## src/rtl/psp_rvfi_pkg.sv

```systemverilog
`default_nettype none
// ============================================================================
//  Module      : psp_rvfi_pkg
//  Description : RVFI retirement packet type and canonicalisation helper.
//  Revision    : 1.0 - initial release
// ============================================================================
package psp_rvfi_pkg;

    typedef struct packed {
        logic [31:0] insn;
        logic [4:0]  rs1_addr;
        logic [31:0] rs1_rdata;
        logic [4:0]  rs2_addr;
        logic [31:0] rs2_rdata;
        logic [4:0]  rd_addr;
        logic [31:0] rd_wdata;
        logic [31:0] pc_rdata;
        logic [31:0] pc_wdata;
        logic [31:0] mem_addr;
        logic [3:0]  mem_rmask;
        logic [3:0]  mem_wmask;
        logic [31:0] mem_rdata;
        logic [31:0] mem_wdata;
    } rvfi_pkt_t;

    localparam int RVFI_PKT_W = $bits(rvfi_pkt_t);

    // Zero the fields RVFI treats as don't-care so traces compare bit-exact.
    function automatic rvfi_pkt_t rvfi_canon(input rvfi_pkt_t pkt);
        rvfi_pkt_t res;
        res = pkt;
        if (pkt.rd_addr == 5'd0)
            res.rd_wdata = '0;
        if (pkt.mem_rmask == 4'd0)
            res.mem_rdata = '0;
        if (pkt.mem_wmask == 4'd0)
            res.mem_wdata = '0;
        if ((pkt.mem_rmask == 4'd0) && (pkt.mem_wmask == 4'd0))
            res.mem_addr = '0;
        return res;
    endfunction

endpackage
`default_nettype wire

```

## src/rtl/psp_sync_fifo.sv

```systemverilog
`default_nettype none
// ============================================================================
//  Module      : psp_sync_fifo
//  Description : Generic synchronous FIFO with circular pointers, count and flush.
//  Revision    : 1.0 - initial release
// ============================================================================
module psp_sync_fifo #(
    parameter int WIDTH = 8,
    parameter int DEPTH = 4
) (
    input  logic             clk,
    input  logic             reset_n,
    input  logic             flush,
    input  logic             push,
    input  logic [WIDTH-1:0] push_data,
    input  logic             pop,
    output logic [WIDTH-1:0] pop_data,
    output logic             full,
    output logic             empty
);

    localparam int c_ptr_w = (DEPTH > 1) ? $clog2(DEPTH) : 1;
    localparam int c_cnt_w = $clog2(DEPTH + 1);

    logic [WIDTH-1:0]   r_mem [DEPTH];
    logic [c_ptr_w-1:0] r_wr_ptr;
    logic [c_ptr_w-1:0] r_rd_ptr;
    logic [c_cnt_w-1:0] r_count;

    logic               w_do_push;
    logic               w_do_pop;
    logic [c_ptr_w-1:0] w_wr_nxt;
    logic [c_ptr_w-1:0] w_rd_nxt;

    assign full      = (r_count == c_cnt_w'(DEPTH));
    assign empty     = (r_count == '0);
    assign w_do_push = push && !full;
    // A flush discards the head, so a concurrent pop has nothing to remove.
    assign w_do_pop  = pop && !empty && !flush;
    assign w_wr_nxt  = (r_wr_ptr == c_ptr_w'(DEPTH - 1)) ? '0 : r_wr_ptr + c_ptr_w'(1);
    assign w_rd_nxt  = (r_rd_ptr == c_ptr_w'(DEPTH - 1)) ? '0 : r_rd_ptr + c_ptr_w'(1);
    assign pop_data  = r_mem[r_rd_ptr];

    always_ff @(posedge clk or negedge reset_n) begin
        if (!reset_n) begin
            for (int i = 0; i < DEPTH; i++)
                r_mem[i] <= '0;
        end else if (w_do_push) begin
            r_mem[r_wr_ptr] <= push_data;
        end
    end

    always_ff @(posedge clk or negedge reset_n) begin
        if (!reset_n) begin
            r_wr_ptr <= '0;
            r_rd_ptr <= '0;
            r_count  <= '0;
        end else begin
            if (w_do_push)
                r_wr_ptr <= w_wr_nxt;
            if (flush) begin
                // Head jumps to the write slot; a same-cycle push survives as sole entry.
                r_rd_ptr <= r_wr_ptr;
                r_count  <= w_do_push ? c_cnt_w'(1) : '0;
            end else begin
                if (w_do_pop)
                    r_rd_ptr <= w_rd_nxt;
                case ({w_do_push, w_do_pop})
                    2'b10:   r_count <= r_count + c_cnt_w'(1);
                    2'b01:   r_count <= r_count - c_cnt_w'(1);
                    default: r_count <= r_count;
                endcase
            end
        end
    end

endmodule
`default_nettype wire

```

## src/rtl/psp_rvfi_emitter.sv

```systemverilog
`default_nettype none
// ============================================================================
//  Module      : psp_rvfi_emitter
//  Description : Stamps retiring instructions with a monotonic order, canonicalises
//                them and queues them for a valid/ready RVFI trace consumer.
//  Revision    : 1.0 - initial release
// ============================================================================
module psp_rvfi_emitter
    import psp_rvfi_pkg::*;
#(
    parameter int DEPTH   = 4,
    parameter int ORDER_W = 64
) (
    input  logic               clk,
    input  logic               reset_n,
    input  logic               ret_valid,
    output logic               ret_ready,
    input  rvfi_pkt_t          ret_pkt,
    input  logic               flush,
    output logic               trace_valid,
    input  logic               trace_ready,
    output rvfi_pkt_t          trace_pkt,
    output logic [ORDER_W-1:0] trace_order,
    output logic               overflow_err
);

    localparam int c_entry_w = ORDER_W + RVFI_PKT_W;

    logic [ORDER_W-1:0]   r_order;
    logic                 r_overflow;
    logic                 w_full;
    logic                 w_empty;
    logic                 w_push;
    logic                 w_pop;
    logic [c_entry_w-1:0] w_push_data;
    logic [c_entry_w-1:0] w_head;

    assign ret_ready    = !w_full;
    assign trace_valid  = !w_empty;
    assign w_push       = ret_valid && ret_ready;
    assign w_pop        = trace_valid && trace_ready;
    assign w_push_data  = {r_order, rvfi_canon(ret_pkt)};
    assign trace_order  = w_head[c_entry_w-1:RVFI_PKT_W];
    assign trace_pkt    = rvfi_pkt_t'(w_head[RVFI_PKT_W-1:0]);
    assign overflow_err = r_overflow;

    always_ff @(posedge clk or negedge reset_n) begin
        if (!reset_n)
            r_order <= '0;
        else if (w_push)
            r_order <= r_order + ORDER_W'(1);
    end

    // Sticky until reset: a dropped retirement makes the whole trace untrustworthy.
    always_ff @(posedge clk or negedge reset_n) begin
        if (!reset_n)
            r_overflow <= 1'b0;
        else if (ret_valid && !ret_ready)
            r_overflow <= 1'b1;
    end

    psp_sync_fifo #(
        .WIDTH (c_entry_w),
        .DEPTH (DEPTH)
    ) u_fifo (
        .clk       (clk),
        .reset_n   (reset_n),
        .flush     (flush),
        .push      (w_push),
        .push_data (w_push_data),
        .pop       (w_pop),
        .pop_data  (w_head),
        .full      (w_full),
        .empty     (w_empty)
    );

endmodule
`default_nettype wire

```

## config.mk

```make
export PLATFORM = sky130hd
export DESIGN_NAME = psp_rvfi_emitter
export DESIGN_NICKNAME = d
export VERILOG_FILES = /design/src/rtl/psp_rvfi_pkg.sv /design/src/rtl/psp_sync_fifo.sv /design/src/rtl/psp_rvfi_emitter.sv
export SDC_FILE = /design/constraint.sdc
export NUM_CORES = 2
export LEC_CHECK = 0
export ABC_AREA = 0
export BUFFER_PORTS_ARGS = -buffer_cell sky130_fd_sc_hd__buf_2
export CORE_AREA = 5 5 331 333
export DETAILED_ROUTE_END_ITERATION = 10
export DIE_AREA = 0 0 336 338
export PLACE_DENSITY_LB_ADDON = 0.2
export REMOVE_ABC_BUFFERS = 1
export SLEW_MARGIN = 30
export SYNTH_ARGS = -nofsm -noshare
export SYNTH_HDL_FRONTEND = slang
export SYNTH_SLANG_ARGS = --single-unit
export TNS_END_PERCENT = 20
```

## constraint.sdc

```tcl
create_clock -name clk -period 5.12 [get_ports clk]
set_input_delay 0.256 -clock clk [delete_from_list [all_inputs] [get_ports clk]]
set_output_delay 0.256 -clock clk [all_outputs]
set_load 0.005 [all_outputs]
```

==> results.json <==
{
  "final_common_cell": "dfrtp_1",
  "synth_edf_count": 0,
  "drive_above_1_share_pct": 41.6,
  "avgSynthCellArea_um2": 14.3,
  "clock_latency_ps": 750,
  "ys_ff_latch": 1572,
  "h-tree-depth": 4,
  "final-hold-violation-count": 0,
  "io_pins": 694,
  "cts_tree": "yes",
  "clock_power_share_pct": 22.9,
  "cts-root-buf": "clkbuf_16",
  "gp_congestion": 0.799,
  "synth-warning-count": 0,
  "layout_common_cells": "dfrtp_1 (1,570), mux2_2 (961), buf_2 (692)",
  "rrSetupSlack_ps": 1970,
  "seq_area_frac_synth_pct": 58.3,
  "port_buffers": 693,
  "yosys-top-cells-area": "dfrtp_1 (58%), mux2_2 (16%), mux4_2 (13%), nand2_1 (3.9%), o21ai_0 (3.8%)",
  "synth_top_area_share_pct": 58.3,
  "initial_utilization_pct": 63.4,
  "setup_viol": 0,
  "p_per_area_nw_per_um2": 621,
  "clkTransAtPathRegs_ps": 60,
  "rsz0062_at_grt": "no",
  "vdd_drop_max_uv": 468,
  "grt_max_degree": 162,
  "timing.critical_path.to_type": "output port",
  "ys.flop_type": "dfrtp_1",
  "crit_type": "reg -> out",
  "grt_pass1_wl_mm": 263,
  "dieArea_um2": 114000,
  "stdcell_area_um2": 80300,
  "antenna_found_initial": 20,
  "dp_hpwl_mm": 104,
  "n_fill_cell": 6280,
  "seqPwrFrac_pct": 40.6,
  "track_usage_pct": 29.6,
  "p_int_mw": 33.9,
  "core.rowCount": 120,
  "drtAntennaViolNets": 0,
  "synth_top_area_cell": "dfrtp_1",
  "postCtsHoldBufs": 315,
  "synthCells": 4711,
  "finClkSkew_ps": 22.4,
  "setup_tns_ps": 0,
  "area_growth_pct": 19.1,
  "cp_max_fo": 36,
  "period_share_pct": 67.1,
  "cts_sinks": 1572,
  "remaining_drc_errors": 0,
  "grt_pass1_vias": 46289,
  "initialDrtViolationCount": 2819,
  "finalPower_mw": 49.9,
  "wl_mm": 165,
  "maxCapViolations": 0,
  "async_flop_share_pct": 100,
  "cts_buffers": 158,
  "p_switching_mw": 16.0,
  "cts.repair.resized": 0,
  "dpl_cell_area_um2": 72000,
  "required_ps": 4860,
  "ys_types": 49,
  "finalMaxSlewViolations": 0,
  "grt_overflow_total": 0,
  "worst-slew-pin-transition_ps": 939,
  "combPwrFrac_pct": 36.6,
  "fin_nets": 5932,
  "hold-worst-slack_ps": 65.3,
  "sw_frac_of_total_pct": 32.0,
  "vias_per_cell": 5.99,
  "clock_path_buffers": 3,
  "period_minus_slack_ps": 3440,
  "fmax_mhz": 291,
  "post_cts_buffers": 0,
  "wire_per_inst_um": 23.2,
  "relSlewSlack_pct": 37.4,
  "core_region_area_um2": 106000,
  "leakage_nw": 37.3,
  "drtPass1Iterations": 6,
  "synth_area_um2": 67400,
  "die_y_um": 338,
  "min_path_type": "in -> reg",
  "route.vias.total": 42776,
  "die_w_um": 336,
  "status": "completed",
  "arrival_ps": 3180,
  "startpoint_type": "register"
}
[per-stage QoR]
stage / util [%] / setup slack, ps / instances
6_report: 75.6 / 1680 / 7143
5_1_grt: 75.6 / 1480 / 7142
4_1_cts: 75.5 / 1550 / 7128
3_5_place_dp: 67.7 / 1980 / 6537
3_3_place_gp: 67.7 / 2030 / 6537
2_1_floorplan: - / -10530 / 4354
[synthesized netlist by cell type (4+ instances only)]
library cell,instances
and3_1,6
buf_1,32
buf_2,186
buf_4,13
buf_6,26
clkbuf_1,92
dfrtp_1,1572
ha_1,6
inv_1,6
mux2_1,11
mux2_2,961
mux4_2,375
nand2_1,696
nand3_1,25
nand4_1,15
nor2_1,23
nor3_1,19
nor4_1,8
nor4_4,4
o21ai_0,518
o21ai_1,14
xnor2_1,32
xor2_1,35
[routing by layer]
metal  wire length, um  track usage (%)
met4              6730             11.7
met2             81600             48.6
met5                76                0
met1             64600             38.3
met3             12400             7.77
[worst paths after layout]
check | startpoint | end | cells after the start
min | trace_ready | u_fifo.r_rd_ptr[1] | 4
max in group asynchronous | reset_n | u_fifo.r_mem[983] | 3
min in group asynchronous | reset_n | u_fifo.r_mem[914] | 2
min reg2reg | u_fifo.r_mem[50] | u_fifo.r_mem[50] | 2
max | u_fifo.r_rd_ptr[0] | trace_pkt[17] | 3
max reg2reg | u_fifo.r_count[0] | u_fifo.r_mem[231] | 6
[power groups by stage]
| stage | clock network (mW) | logic, mW | registers, mW |
|---|---|---|---|
| after floorplan | 0 | 12.8 | 19.8 |
| after global placement | 0 | 17.5 | 20.0 |
| after detailed placement | 0 | 18.0 | 20.3 |
| after CTS | 11.6 | 18.3 | 20.1 |
| after global routing | 12.1 | 19.7 | 20.8 |
| final | 11.4 | 18.2 | 20.2 |
[cells by family (layout without fill, tap and decap cells)]
group | count (synthesis) | count (layout) | share of synthesized area, %
DFF | 1572 | 1572 | 58.3
and+or+nand+nor | 815 | 815 | 5.00
other | 0 | 15 | 0
muxes | 1349 | 1349 | 28.8
adders and majority gates | 7 | 7 | 0.141
xor gates and xnor gates | 67 | 67 | 0.870
buffers and inverters | 364 | 1378 | 2.88
AOI/OAI and AO/OA | 537 | 537 | 4.00
[layout make-up]
| class | instances | area, um^2 | area share [%] |
|---|---|---|---|
| clock buffers | 243 | 4850 | 6.04 |
| flip-flops and latches | 1572 | 39300 | 49.0 |
| inverters | 7 | 26.3 | 0.0327 |
| clock inverters | 33 | 310 | 0.386 |
| diodes | 15 | 37.5 | 0.0467 |
| multi-input cells | 2775 | 26200 | 32.6 |
| repair buffers | 1095 | 7800 | 9.71 |
| well taps | 1403 | 1760 | 2.18 |
[critical path, cell delays in order, from the launching register on]
cell	delay [ps]
dfrtp_4	1020
buf_4	530
mux4_2	660
buf_2	170
[flip-flops by register name, indices dropped and copies added (netlist names)]
name             count
u_fifo.r_wr_ptr      2
u_fifo.r_rd_ptr      2
overflow_err         1
r_order             64
u_fifo.r_mem      1500
u_fifo.r_count       3
(Power assumes the default switching activity.)
